===== src/rtl/fc8_mem_arbiter_pkg.sv =====
// Shared definitions for the fc8 memory arbiter: requester indices, FSM states,
// the protected page-select address and a saturating counter helper.
package fc8_arb_pkg;

    localparam int REQ_CPU = 0;
    localparam int REQ_DMA = 1;
    localparam int REQ_VID = 2;

    typedef enum logic [1:0] {
        IDLE,
        ISSUE,
        DONE
    } state_t;

    localparam logic [15:0] PAGE_SELECT_ADDR = 16'h00FE;

    function automatic logic [15:0] sat_inc16(input logic [15:0] v);
        return (v == 16'hFFFF) ? v : v + 16'd1;
    endfunction

endpackage


===== src/rtl/fc8_mem_arbiter_if.sv =====
// Requester-side bundle of the fc8 arbiter: three request channels plus the
// shared grant / read-return signals.
interface fc8_mem_arbiter_if #(
    parameter int ADDR_W = 16
);
    logic              cpu_req;
    logic              cpu_we;
    logic [ADDR_W-1:0] cpu_addr;
    logic [7:0]        cpu_wdata;
    logic              dma_req;
    logic              dma_we;
    logic [ADDR_W-1:0] dma_addr;
    logic [7:0]        dma_wdata;
    logic              vid_req;
    logic [ADDR_W-1:0] vid_addr;
    logic [2:0]        gnt;
    logic [2:0]        rvalid;
    logic [7:0]        rdata;

    modport master (
        output cpu_req, cpu_we, cpu_addr, cpu_wdata,
        output dma_req, dma_we, dma_addr, dma_wdata,
        output vid_req, vid_addr,
        input  gnt, rvalid, rdata
    );

    modport slave (
        input  cpu_req, cpu_we, cpu_addr, cpu_wdata,
        input  dma_req, dma_we, dma_addr, dma_wdata,
        input  vid_req, vid_addr,
        output gnt, rvalid, rdata
    );
endinterface


===== src/rtl/fc8_mem_arbiter_pick.sv =====
// Combinational winner selector: video has priority until its burst limit is
// hit while others wait; CPU and DMA alternate when both request.
module fc8_arb_pick
    import fc8_arb_pkg::*;
(
    input  logic [2:0] reqs,
    input  logic       rr_last_dma,
    input  logic       burst_limit_hit,
    output logic [2:0] win
);

    always_comb begin
        // NOTE: default every output first so no path leaves it unassigned (no latch).
        win = '0;
        if (reqs[REQ_VID] && (!burst_limit_hit || !(reqs[REQ_CPU] || reqs[REQ_DMA]))) begin
            win[REQ_VID] = 1'b1;
        end else if (reqs[REQ_CPU] && reqs[REQ_DMA]) begin
            if (rr_last_dma) win[REQ_CPU] = 1'b1;
            else             win[REQ_DMA] = 1'b1;
        end else if (reqs[REQ_CPU]) begin
            win[REQ_CPU] = 1'b1;
        end else if (reqs[REQ_DMA]) begin
            win[REQ_DMA] = 1'b1;
        end
    end

endmodule


===== src/rtl/fc8_mem_arbiter.sv =====
// fc8 memory port arbiter (video / CPU / DMA) with page-select write guard.
// Optional grant/wait statistics counters under `define FC8_ARB_STATS_EN.
module fc8_mem_arbiter
    import fc8_arb_pkg::*;
#(
    parameter int VID_BURST_MAX = 8,
    parameter int ADDR_W        = 16
) (
    input  logic              clk,
    input  logic              rst_n,
    fc8_mem_arbiter_if.slave  req_if,
    output logic [ADDR_W-1:0] mem_addr,
    output logic [7:0]        mem_wdata,
    output logic              mem_we,
    input  logic [7:0]        mem_rdata,
    output logic              busy,
    output logic              prot_err
`ifdef FC8_ARB_STATS_EN
    ,
    input  logic              stat_clr,
    output logic [15:0]       stat_gnt_cpu,
    output logic [15:0]       stat_gnt_dma,
    output logic [15:0]       stat_gnt_vid,
    output logic [15:0]       stat_cpu_wait
`endif
);

    localparam logic [7:0] BURST_MAX = 8'(VID_BURST_MAX);

    state_t            state;
    logic [2:0]        owner;
    logic              we_q;
    logic              rr_last_dma;
    logic [7:0]        burst_cnt;
    logic [2:0]        reqs;
    logic [2:0]        win;
    logic              sel_we;
    logic [ADDR_W-1:0] sel_addr;
    logic [7:0]        sel_wdata;
    logic              drop;

    assign reqs = {req_if.vid_req, req_if.dma_req, req_if.cpu_req};

    fc8_arb_pick u_pick (
        .reqs            (reqs),
        .rr_last_dma     (rr_last_dma),
        .burst_limit_hit (burst_cnt >= BURST_MAX),
        .win             (win)
    );

    always_comb begin
        sel_we    = 1'b0;
        sel_addr  = '0;
        sel_wdata = '0;
        if (win[REQ_CPU]) begin
            sel_we    = req_if.cpu_we;
            sel_addr  = req_if.cpu_addr;
            sel_wdata = req_if.cpu_wdata;
        end else if (win[REQ_DMA]) begin
            sel_we    = req_if.dma_we;
            sel_addr  = req_if.dma_addr;
            sel_wdata = req_if.dma_wdata;
        end else if (win[REQ_VID]) begin
            sel_addr  = req_if.vid_addr;
        end
    end

    // Only the CPU may write the page-select register; other writers are squashed.
    assign drop = sel_we && !win[REQ_CPU] && (sel_addr == ADDR_W'(PAGE_SELECT_ADDR));

    // NOTE: sequential state uses non-blocking assignments so every register
    // samples pre-edge values regardless of statement order.
    always_ff @(posedge clk or negedge rst_n) begin
        if (!rst_n) begin
            state         <= IDLE;
            owner         <= '0;
            we_q          <= 1'b0;
            rr_last_dma   <= 1'b1;
            burst_cnt     <= '0;
            req_if.gnt    <= '0;
            req_if.rvalid <= '0;
            req_if.rdata  <= '0;
            mem_addr      <= '0;
            mem_wdata     <= '0;
            mem_we        <= 1'b0;
            busy          <= 1'b0;
            prot_err      <= 1'b0;
        end else begin
            req_if.gnt    <= '0;
            req_if.rvalid <= '0;
            mem_we        <= 1'b0;
            prot_err      <= 1'b0;
            case (state)
                IDLE: begin
                    if (!req_if.vid_req) burst_cnt <= '0;
                    if (|reqs) begin
                        owner      <= win;
                        we_q       <= sel_we;
                        mem_addr   <= sel_addr;
                        mem_wdata  <= sel_wdata;
                        mem_we     <= sel_we && !drop;
                        prot_err   <= drop;
                        req_if.gnt <= win;
                        busy       <= 1'b1;
                        state      <= ISSUE;
                        if (win[REQ_VID]) begin
                            if (burst_cnt != 8'hFF) burst_cnt <= burst_cnt + 8'd1;
                        end else begin
                            burst_cnt   <= '0;
                            rr_last_dma <= win[REQ_DMA];
                        end
                    end
                end
                ISSUE: begin
                    if (we_q) begin
                        busy  <= 1'b0;
                        state <= IDLE;
                    end else begin
                        state <= DONE;
                    end
                end
                DONE: begin
                    req_if.rdata  <= mem_rdata;
                    req_if.rvalid <= owner;
                    busy          <= 1'b0;
                    state         <= IDLE;
                end
                default: begin
                    busy  <= 1'b0;
                    state <= IDLE;
                end
            endcase
        end
    end

`ifdef FC8_ARB_STATS_EN
    always_ff @(posedge clk or negedge rst_n) begin
        if (!rst_n) begin
            stat_gnt_cpu  <= '0;
            stat_gnt_dma  <= '0;
            stat_gnt_vid  <= '0;
            stat_cpu_wait <= '0;
        end else if (stat_clr) begin
            stat_gnt_cpu  <= '0;
            stat_gnt_dma  <= '0;
            stat_gnt_vid  <= '0;
            stat_cpu_wait <= '0;
        end else begin
            if (req_if.gnt[REQ_CPU]) stat_gnt_cpu <= sat_inc16(stat_gnt_cpu);
            if (req_if.gnt[REQ_DMA]) stat_gnt_dma <= sat_inc16(stat_gnt_dma);
            if (req_if.gnt[REQ_VID]) stat_gnt_vid <= sat_inc16(stat_gnt_vid);
            if (req_if.cpu_req && !req_if.gnt[REQ_CPU])
                stat_cpu_wait <= sat_inc16(stat_cpu_wait);
        end
    end
`endif

endmodule


===== src/flat_wrapper.sv =====
// flat-port wrapper written by rule: the top's interface ports become plain ports
module fc8_mem_arbiter_flat import fc8_arb_pkg::*;
#(
    parameter int VID_BURST_MAX = 8,
    parameter int ADDR_W        = 16
)
  (clk, rst_n, mem_addr, mem_wdata, mem_we, mem_rdata, busy, prot_err, req_if_cpu_req, req_if_cpu_we, req_if_cpu_addr, req_if_cpu_wdata, req_if_dma_req, req_if_dma_we, req_if_dma_addr, req_if_dma_wdata, req_if_vid_req, req_if_vid_addr, req_if_gnt, req_if_rvalid, req_if_rdata);
  fc8_mem_arbiter_if #(.ADDR_W(ADDR_W)) req_if_i ();
  input  logic clk;
  input  logic rst_n;
  output logic [ADDR_W-1:0] mem_addr;
  output logic [7:0] mem_wdata;
  output logic mem_we;
  input  logic [7:0] mem_rdata;
  output logic busy;
  output logic prot_err;
  input wire logic [$bits(req_if_i.cpu_req)-1:0] req_if_cpu_req;
  input wire logic [$bits(req_if_i.cpu_we)-1:0] req_if_cpu_we;
  input wire logic [$bits(req_if_i.cpu_addr)-1:0] req_if_cpu_addr;
  input wire logic [$bits(req_if_i.cpu_wdata)-1:0] req_if_cpu_wdata;
  input wire logic [$bits(req_if_i.dma_req)-1:0] req_if_dma_req;
  input wire logic [$bits(req_if_i.dma_we)-1:0] req_if_dma_we;
  input wire logic [$bits(req_if_i.dma_addr)-1:0] req_if_dma_addr;
  input wire logic [$bits(req_if_i.dma_wdata)-1:0] req_if_dma_wdata;
  input wire logic [$bits(req_if_i.vid_req)-1:0] req_if_vid_req;
  input wire logic [$bits(req_if_i.vid_addr)-1:0] req_if_vid_addr;
  output wire logic [$bits(req_if_i.gnt)-1:0] req_if_gnt;
  output wire logic [$bits(req_if_i.rvalid)-1:0] req_if_rvalid;
  output wire logic [$bits(req_if_i.rdata)-1:0] req_if_rdata;
  assign req_if_i.cpu_req = req_if_cpu_req;
  assign req_if_i.cpu_we = req_if_cpu_we;
  assign req_if_i.cpu_addr = req_if_cpu_addr;
  assign req_if_i.cpu_wdata = req_if_cpu_wdata;
  assign req_if_i.dma_req = req_if_dma_req;
  assign req_if_i.dma_we = req_if_dma_we;
  assign req_if_i.dma_addr = req_if_dma_addr;
  assign req_if_i.dma_wdata = req_if_dma_wdata;
  assign req_if_i.vid_req = req_if_vid_req;
  assign req_if_i.vid_addr = req_if_vid_addr;
  assign req_if_gnt = req_if_i.gnt;
  assign req_if_rvalid = req_if_i.rvalid;
  assign req_if_rdata = req_if_i.rdata;
  fc8_mem_arbiter #(.VID_BURST_MAX(VID_BURST_MAX), .ADDR_W(ADDR_W)) u_core (.clk(clk), .rst_n(rst_n), .req_if(req_if_i), .mem_addr(mem_addr), .mem_wdata(mem_wdata), .mem_we(mem_we), .mem_rdata(mem_rdata), .busy(busy), .prot_err(prot_err));
endmodule

===== config.mk =====
export PLATFORM = sky130hd
export DESIGN_NAME = fc8_mem_arbiter_flat
export DESIGN_NICKNAME = d
export VERILOG_FILES = /design/src/rtl/fc8_mem_arbiter_pkg.sv /design/src/rtl/fc8_mem_arbiter_if.sv /design/src/rtl/fc8_mem_arbiter_pick.sv /design/src/rtl/fc8_mem_arbiter.sv /design/src/flat_wrapper.sv
export SDC_FILE = /design/constraint.sdc
export NUM_CORES = 1
export LEC_CHECK = 0
export BUFFER_PORTS_ARGS = -buffer_cell sky130_fd_sc_hd__buf_2
export CAP_MARGIN = 10
export CORE_MARGIN = 2
export CORE_UTILIZATION = 47
export CTS_BUF_LIST = sky130_fd_sc_hd__clkbuf_16
export CTS_CLUSTER_SIZE = 24
export DETAILED_ROUTE_END_ITERATION = 10
export PLACE_DENSITY = 0.8
export SLEW_MARGIN = 20
export SYNTH_ARGS = -nofsm -noshare
export SYNTH_HDL_FRONTEND = slang
export SYNTH_SLANG_ARGS = --single-unit

===== constraint.sdc =====
create_clock -name clk -period 2.4 [get_ports clk]
set_input_delay 0.6 -clock clk [delete_from_list [all_inputs] [get_ports clk]]
set_output_delay 0.6 -clock clk [all_outputs]
set_load 0.005 [all_outputs]

# Word-level counts from Yosys, hierarchy flattened
# Index checks and enable logic that the tools add are counted.
[classes]
add_sub_neg = 1
magnitude_cmp = 1
eq_ne = 6
mux = 32
bitwise_logic = 1
n_reduce_logical = 16
[ops]
columns = ["operator", "n"]
rows = [
  ["two-way mux 16 bit", 3],
  ["two-way mux 8 bit", 6],
  ["== test 16 x 8 -> 1 bit, second input constant", 1],
  ["two-way mux 1 bit", 14],
  ["two-way mux 3 bit", 3],
  ["adder 8 x 1 -> 8 bit, second input constant", 1],
  ["greater-or-equal comparator 8 x 4 -> 1 bit, second input constant", 1],
  ["two-way mux 2 bit", 4],
  ["inequality test 8 bit, second input constant", 1],
  ["logical AND 1 bit", 5],
  ["zero test 1 bit", 4],
  ["inequality test 2 x 1 -> 1 bit, second input constant", 2],
  ["case mux 2 bit (2 select lines)", 1],
  ["AND reduction 2 bit", 2],
  ["AND reduction 3 bit", 1],
  ["OR reduction 3 bit", 1],
  ["== test 2 x 1 -> 1 bit, second input constant", 1],
  ["== test 2 bit, second input constant", 1],
  ["zero test 2 bit", 1],
  ["logical OR 1 bit", 2],
  ["case mux 1 bit (2 select lines)", 1],
  ["NOT 1 bit", 1],
]
[totals]
reg_bits = 56
in_bits = 79
out_inout_bits = 41
word_cells = 70

# Depth between registers and ports, before layout
# Gate-level depths: netlist (run 1).
[logic_depth]
ltp_word = 14
mapped_depth = 9
mapped_depth_nobuf = 7

# Modules after synthesis
# Synthesis (run 1) repeated with hierarchy kept, for this count alone.
[unflattened]
cells_unflattened = 298
area_unflattened_um2 = 2770.2
[by_module_without_submodules]
columns = ["mod", "instances", "cells_each", "area_each_um2", "seq_area_each_um2"]
rows = [
  ["fc8_mem_arbiter", 1, 291, 2730.1, 1402.6],
  ["fc8_arb_pick", 1, 7, 40.0, 0.0],
]

# Least setup slack after synthesis (run 1)
# No wires, ideal clock.
[synth_path]
kind = "input -> register"
start = "input port req_if_cpu_req"
end = "register u_core.mem_we"
arrival_ns = 2.186
required_time_ns = 2.273
slack_ns = 0.087
cell_stages = 7
path_cell_list = "buf_2 a21bo_2 a21oi_1 a22o_1 a32oi_1 or4_1 nor3b_1"
[synth_between]
elab_chain_cells = 14
[synth_lines]
columns = ["item", "line_no", "rtl"]
rows = [
  ["start, declared", "flat_wrapper.sv:17", "input wire logic [$bits(req_if_i.cpu_req)-1:0] req_if_cpu_req;"],
  ["logical OR 1 bit", "fc8_mem_arbiter_pick.sv:15", "if (reqs[REQ_VID] && (!burst_limit_hit || !(reqs[REQ_CPU] || reqs[REQ_DMA]))) begin"],
  ["zero test 1 bit", "fc8_mem_arbiter_pick.sv:15", ""],
  ["logical OR 1 bit", "fc8_mem_arbiter_pick.sv:15", ""],
  ["logical AND 1 bit", "fc8_mem_arbiter_pick.sv:15", ""],
  ["two-way mux 1 bit", "fc8_mem_arbiter_pick.sv:15", ""],
  ["two-way mux 16 bit", "fc8_mem_arbiter.sv:63", "end else if (win[REQ_VID]) begin"],
  ["two-way mux 16 bit", "fc8_mem_arbiter.sv:59", "end else if (win[REQ_DMA]) begin"],
  ["two-way mux 16 bit", "fc8_mem_arbiter.sv:55", "if (win[REQ_CPU]) begin"],
  ["== test 16 x 8 -> 1 bit", "fc8_mem_arbiter.sv:69", "assign drop = sel_we && !win[REQ_CPU] && (sel_addr == ADDR_W'(PAGE_SELECT_ADDR));"],
  ["logical AND 1 bit", "fc8_mem_arbiter.sv:69", ""],
  ["zero test 1 bit", "fc8_mem_arbiter.sv:101", "mem_we <= sel_we && !drop;"],
  ["logical AND 1 bit", "fc8_mem_arbiter.sv:101", ""],
  ["two-way mux 1 bit *", "fc8_mem_arbiter.sv:96", "if (|reqs) begin"],
  ["two-way mux 1 bit *", "fc8_mem_arbiter.sv:93", "case (state)"],
  ["end signal, assigned", "fc8_mem_arbiter.sv:101", ""],
  ["end, declared", "fc8_mem_arbiter.sv:14", "output logic mem_we,"],
]
# Mark *: on every way between the ends. The rest lies on a longest branch, timed or not.
# A chain may end at the register's enable or synchronous reset.

# Worst setup path in the final report (run 1)
[layout_path]
start = "register u_core.burst_cnt[7]"
end = "register u_core.mem_we"
[layout_between]
elab_chain_cells = 14
[layout_lines]
columns = ["item", "line_no", "rtl"]
rows = [
  ["start, declared", "fc8_mem_arbiter.sv:34", "logic [7:0] burst_cnt;"],
  ["start signal, assigned", "fc8_mem_arbiter.sv:107", "if (burst_cnt != 8'hFF) burst_cnt <= burst_cnt + 8'd1;"],
  ["greater-or-equal comparator 8 x 4 -> 1 bit *", "fc8_mem_arbiter.sv:47", ".burst_limit_hit (burst_cnt >= BURST_MAX),"],
  ["zero test 1 bit *", "fc8_mem_arbiter_pick.sv:15", ""],
  ["logical OR 1 bit *", "fc8_mem_arbiter_pick.sv:15", ""],
  ["logical AND 1 bit *", "fc8_mem_arbiter_pick.sv:15", ""],
  ["two-way mux 1 bit", "fc8_mem_arbiter_pick.sv:15", ""],
  ["two-way mux 16 bit", "fc8_mem_arbiter.sv:63", ""],
  ["two-way mux 16 bit", "fc8_mem_arbiter.sv:59", ""],
  ["two-way mux 16 bit", "fc8_mem_arbiter.sv:55", ""],
  ["== test 16 x 8 -> 1 bit", "fc8_mem_arbiter.sv:69", ""],
  ["logical AND 1 bit", "fc8_mem_arbiter.sv:69", ""],
  ["zero test 1 bit", "fc8_mem_arbiter.sv:101", ""],
  ["logical AND 1 bit *", "fc8_mem_arbiter.sv:101", ""],
  ["two-way mux 1 bit *", "fc8_mem_arbiter.sv:96", ""],
  ["two-way mux 1 bit *", "fc8_mem_arbiter.sv:93", ""],
]
# Marked as above.

==> results.json, run 1 <==
{
  "die_h_um": 79.4,
  "ir_drop_uv": 424,
  "portBuffers": 119,
  "pre_cts_ws_ns": -0.0684,
  "fin_cells": 483,
  "tightest_slew_ns": 0.494,
  "grt_pass1_wl_um": 11700,
  "postSynthAreaPerCell_um2": 9.67,
  "path_buf_inv": 0,
  "cts_tree": "yes",
  "synthCells": 276,
  "finalHoldViolations": 0,
  "grt_pass1_vias": 2478,
  "worst-path-max-fanout": 9,
  "dp_hpwl_um": 5800,
  "run_status": "finished clean",
  "fin_ws_ns": 0.174,
  "hp-class": "in2async",
  "route.detailed.drc": 0,
  "ios": 120,
  "finalClockSkew_ns": 0.00734,
  "setup.worst_path.start_class": "flip-flop",
  "vias_per_cell": 5.45,
  "gr-usage-met2": 0.383,
  "synth_nets": 357,
  "setup_viol": 0,
  "finalNetCount": 491,
  "ys_types": 45,
  "yosysSeqAreaShare": 0.525,
  "required_ns": 2.57,
  "grt_busiest_layer": "met2",
  "rrSetupSlack_ns": 0.17,
  "antenna_found_initial": 0,
  "synth_ff_type": "dfrtp_1",
  "async_reset_ff_frac": 1.00,
  "die-area_um2": 6300,
  "grt_util_met1": 0.332,
  "clockBufferDepth": 2,
  "grt_overflow": 0,
  "postLayoutCoreUtil": 0.657,
  "max_clock_freq_ghz": 0.449,
  "finalWeightedCongestion": 0.891,
  "slowest_delay_ns": 0.56,
  "endpoint_kind": "flip-flop",
  "num_rows": 27,
  "post-route-period-util": 0.928,
  "clock_sinks": 56,
  "clk_root_buffer_cell": "clkbuf_16",
  "cellLeakagePower_nw": 1.81,
  "period_minus_slack_ns": 2.23,
  "diodes": 0,
  "fp.coreArea_um2": 5510,
  "htreeDepth": 2,
  "crit_path_start": "u_core.burst_cnt[7]",
  "initial_utilization": 0.485,
  "critPathArrivalTime_ns": 2.39,
  "synth_area_um2": 2670,
  "clk_latency_ns": 0.29,
  "via_count": 2631,
  "grt_max_degree": 36,
  "path_class": "reg2reg",
  "drt_pass1_iterations": 4,
  "wl_per_cell_um": 15.3,
  "fp.dieW_um": 79.4,
  "drt_iter0_markers": 129,
  "cts_buffers": 5,
  "drv_slew": 0,
  "clk_pin_slew_ns": 0.07,
  "ant_nets": 0,
  "synth_edf_count": 0,
  "path_delay_family": "simple AND/OR/NAND/NOR gates",
  "syn_to_final_growth_pct": 35.4,
  "track_usage": 0.238,
  "ys_ff_latch": 56,
  "r2r-start": "u_core.burst_cnt[7]",
  "drt-total-wl_um": 7390,
  "drv_cap": 0,
  "layout-drive-gt1-share": 0.401,
  "worstPathCellList": "nor4_4 -> a21o_2 -> a22o_1 -> a32oi_1 -> or4_1 -> nor3b_1",
  "dp_cells": 475,
  "rsz0062_at_grt": "false",
  "relSlewSlack": 0.671,
  "cpMaxStageDelayCell": "or4_1",
  "met3_usage": 0.0407,
  "power_density_nw_per_um2": 1020,
  "ys_warn_count": 0
}
-- placed cells by master (no fill, tap or decap), types with 2 or more instances in the layout --
master	synthesis	final
buf_4	1	24
a32oi_1	5	5
buf_2	3	119
mux2_2	8	8
ha_1	2	2
a21o_1	3	2
nor2_1	38	38
nand2b_1	3	3
a32o_1	3	3
o21ai_0	19	19
a22oi_1	9	9
and2_1	2	2
dfrtp_1	55	55
nand3_1	4	4
nor3_1	3	3
inv_1	6	6
and3_1	2	2
nor4_1	2	2
a221oi_1	8	8
a31oi_1	4	4
o22ai_1	2	2
nand2_1	32	32
a22o_1	5	5
o31ai_1	2	2
a41oi_1	2	2
a21oi_1	22	22
nor3b_1	3	3
clkbuf_16	0	5
-- worst reg2reg max path, stage by stage (launching register included) --
cell and delay (ns):
dfrtp_1 0.43, nor4_4 0.39, a21o_2 0.29, a22o_1 0.19, a32oi_1 0.07, or4_1 0.56, nor3b_1 0.17
-- registers in the layout, summed over array words and instances (netlist names), 2 cells and up --
name	flops
u_core.burst_cnt	8
u_core.mem_addr	16
u_core.mem_wdata	8
u_core.owner	3
u_core.req_if.gnt	3
u_core.req_if.rdata	8
u_core.req_if.rvalid	3
u_core.state	2
-- path summary, 6_finish.rpt --
check | endpoint | cells after the start
hold reg to reg | u_core.mem_addr[4] | 2
max in group asynchronous | u_core.mem_addr[7] | 2
min in group clk | u_core.mem_addr[4] | 2
setup / recovery | u_core.mem_we | 6
hold / removal | u_core.mem_wdata[7] | 1
setup reg to reg | u_core.mem_we | 6
-- cells in the mapped netlist (3+ instances only) --
| cell type | instances | area, um2 |
|---|---|---|
| a21o_1 | 3 | 22.5 |
| a21oi_1 | 22 | 110 |
| a221oi_1 | 8 | 70.1 |
| a22o_1 | 5 | 43.8 |
| a22oi_1 | 9 | 67.6 |
| a31oi_1 | 4 | 25.0 |
| a32o_1 | 3 | 30.0 |
| a32oi_1 | 5 | 43.8 |
| buf_2 | 3 | 15.0 |
| clkbuf_1 | 11 | 41.3 |
| dfrtp_1 | 55 | 1380 |
| inv_1 | 6 | 22.5 |
| mux2_2 | 8 | 90.1 |
| nand2_1 | 32 | 120 |
| nand2b_1 | 3 | 18.8 |
| nand3_1 | 4 | 20.0 |
| nor2_1 | 38 | 143 |
| nor3_1 | 3 | 15.0 |
| nor3b_1 | 3 | 22.5 |
| o21ai_0 | 19 | 95.1 |
-- cell type report --
type | count | area (um2)
inverters | 6 | 22.5
fillers | 474 | 1890
flip-flops and latches | 56 | 1400
repair buffers | 143 | 776
clock buffers | 5 | 125
well taps | 72 | 90.1
multi-input cells | 198 | 1180
clock inverters | 3 | 21.3
-- kinds of logic after synthesis --
kind of cell,count (synthesis),synth area share
AOI/OAI and AO/OA,91,0.231
DFF,56,0.525
buffers and inverters,22,0.0337
adders and majority gates,2,0.00937
muxes,8,0.0337
and+or+nand+nor,97,0.167
-- power breakdown --
group          internal (mW)  total [mW]  switching (mW)
clock                  0.389       0.729           0.340
combinational          0.680        1.45           0.770
sequential              1.33        1.52           0.196
total                   2.40        3.70            1.31
-- timing repair --
| item | 4_1_cts | 5_1_grt |
|---|---|---|
| hold buffers | 0 | 0 |
| setup buffers | 0 | 0 |
| gates resized for setup | 0 | 1 |
| setup endpoints to repair | 0 | 1 |
-- through the flow --
| stage | power, mW | hold WS [ns] | setup TNS (ns) | instance area [um2] |
|---|---|---|---|---|
| after detailed placement | 3.00 | 0.466 | -0.0684 | 3470 |
| after CTS | 3.73 | 0.280 | 0 | 3610 |
| after global placement | 2.94 | 0.458 | -0.0419 | 3470 |
| final | 3.70 | 0.266 | 0 | 3620 |
| after floorplan | 2.34 | 0.304 | 0 | 2670 |
| after global routing | 3.99 | 0.313 | 0 | 3620 |
-- routing by layer --
layer,vias up,wire length [um]
li1,1274,-
met1,1254,3280
met2,93,3640
met3,10,368
met4,0,101
met5,-,0
Power figures use the tool's default switching activity.
==> inputs of run 2 (changes only) <==
CORE_ASPECT_RATIO = 0.6   (was not set)
REMOVE_ABC_BUFFERS = 1   (was not set)
==> results.json, run 2 (synthesized netlist as in run 1, its figures left out) <==
{
  "endpoint_kind": "flip-flop",
  "htreeDepth": 2,
  "run_status": "finished clean",
  "worst-path-max-fanout": 5,
  "clk_root_buffer_cell": "clkbuf_16",
  "tightest_slew_ns": 0.629,
  "grt_pass1_wl_um": 12500,
  "swShare": 0.361,
  "setup_viol": 0,
  "grt_overflow": 0,
  "path_delay_family": "compound AO/OA/AOI/OAI gates",
  "power_density_nw_per_um2": 1050,
  "seqPwrFrac": 0.406,
  "diodes": 0,
  "switching_power_mw": 1.36,
  "relSlewSlack": 0.581,
  "setup.worst_path.start_class": "flip-flop",
  "finalHoldViolations": 0,
  "antenna_found_initial": 0,
  "path_buf_inv": 1,
  "syn_to_final_growth_pct": 34.3,
  "clk_latency_ns": 0.30,
  "critPathArrivalTime_ns": 2.46,
  "cellLeakagePower_nw": 1.79,
  "ir_drop_uv": 499,
  "required_ns": 2.57,
  "rsz0062_at_grt": "false",
  "post-route-period-util": 0.951,
  "period_minus_slack_ns": 2.28,
  "path_class": "reg2reg",
  "vias_per_cell": 5.62,
  "final_cell_mix": "buf_2, dfrtp_1, nor2_1",
  "clk_pin_slew_ns": 0.07,
  "num_rows": 21,
  "slowest_delay_ns": 0.57,
  "fin_hold_ws_ns": 0.308,
  "r2r-start": "u_core.rr_last_dma",
  "die-area_um2": 6320,
  "clockBufferDepth": 2,
  "regMostFlops": "u_core.mem_addr",
  "cts_buffers": 5,
  "power.share.clock": 0.207,
  "power_mw": 3.76,
  "drt_pass1_iterations": 4,
  "largest_reg_flops": 16,
  "final_area_um2": 3580,
  "crit_path_start": "u_core.rr_last_dma",
  "route.detailed.drc": 0,
  "finalNetCount": 486,
  "pwr-share-comb": 0.387,
  "via_count": 2671,
  "grt_pass1_vias": 2575,
  "layout-drive-gt1-share": 0.397,
  "max_clock_freq_ghz": 0.438,
  "drt-total-wl_um": 7710,
  "fp.coreArea_um2": 5520,
  "worstPathCellList": "a21boi_1 -> buf_4 -> a32o_1 -> a222oi_1 -> o2111ai_1 -> or4_1 -> nor3b_1",
  "drv_slew": 0,
  "dp_hpwl_um": 5940,
  "intPower_mw": 2.40,
  "ant_nets": 0,
  "fp.dieW_um": 101,
  "dp_cells": 467,
  "die_h_um": 62.4,
  "finalClockSkew_ns": 0.00553,
  "clock_sinks": 56,
  "ios": 120,
  "initial_utilization": 0.484,
  "final_common_cell": "buf_2",
  "portBuffers": 119,
  "fin_cells": 475,
  "hp-class": "in2async",
  "cts_tree": "yes",
  "post-cts-setup-buffers": 0,
  "drt_iter0_markers": 169,
  "wl_per_cell_um": 16.2,
  "cpMaxStageDelayCell": "dfstp_2",
  "track_usage": 0.254,
  "grt_max_degree": 36,
  "finalWeightedCongestion": 0.899,
  "placed_cell_area_um2": 3430,
  "drv_cap": 0
}
run 2: cell types whose count changed in the layout (fill, tap and decap cells not counted), sizes merged:
cell and delta:
clkinv -1, clkinvlp -1, buf -5, inv +2
run 2: layer usage:
metal,track usage,vias up,wire [um]
met5,0,-,0
met4,0.0845,0,163
met3,0.0626,14,742
met2,0.376,121,3270
met1,0.369,1270,3530
li1,-,1266,-
run 2: cell type report:
| type | instances | area [um2] |
|---|---|---|
| multi-input combinational | 198 | 1180 |
| inverter | 6 | 22.5 |
| sequential | 56 | 1400 |
| clock buffer | 5 | 125 |
| timing repair buffer | 138 | 738 |
| tap | 69 | 86.3 |
| fill | 449 | 1930 |
| clock inverter | 3 | 28.8 |
run 2: worst paths after layout:
kind,to,slack (ns),cells after the start
max in group asynchronous,u_core.mem_addr[12],1.42,2
hold reg to reg,u_core.state[1],0.48,1
min in group clk,u_core.state[1],0.48,1
setup / recovery,u_core.mem_we,0.12,7
setup reg to reg,u_core.mem_we,0.12,7
hold / removal,u_core.mem_addr[0],0.31,1
run 2: repair_timing:
item | 4_1_cts | 5_1_grt
endpoints found under the setup margin | 0 | 1
hold buffers | 0 | 0
gates resized for setup | 0 | 2
run 2: per-stage QoR:
stage          setup slack, ns  TNS [ns]   util
2_1_floorplan           -0.139    -0.225      -
3_3_place_gp           -0.0121   -0.0121  0.621
3_5_place_dp           -0.0618   -0.0618  0.621
4_1_cts                  0.107         0  0.649
5_1_grt               0.000638         0  0.650
6_report                 0.117         0  0.650
run 2: power groups by stage:
stage / combinational, mW / sequential (mW) / clock (mW)
finish: 1.45 / 1.53 / 0.776
global route: 1.65 / 1.58 / 0.834
CTS: 1.46 / 1.53 / 0.794
detailed placement: 1.46 / 1.54 / 0
global placement: 1.40 / 1.52 / 0
floorplan: 0.730 / 1.56 / 0
run 2: worst reg2reg max path: stages (launching register included):
cell and delay (ns):
dfstp_2 0.57, a21boi_1 0.11, buf_4 0.17, a32o_1 0.22, a222oi_1 0.25, o2111ai_1 0.21
or4_1 0.46, nor3b_1 0.17
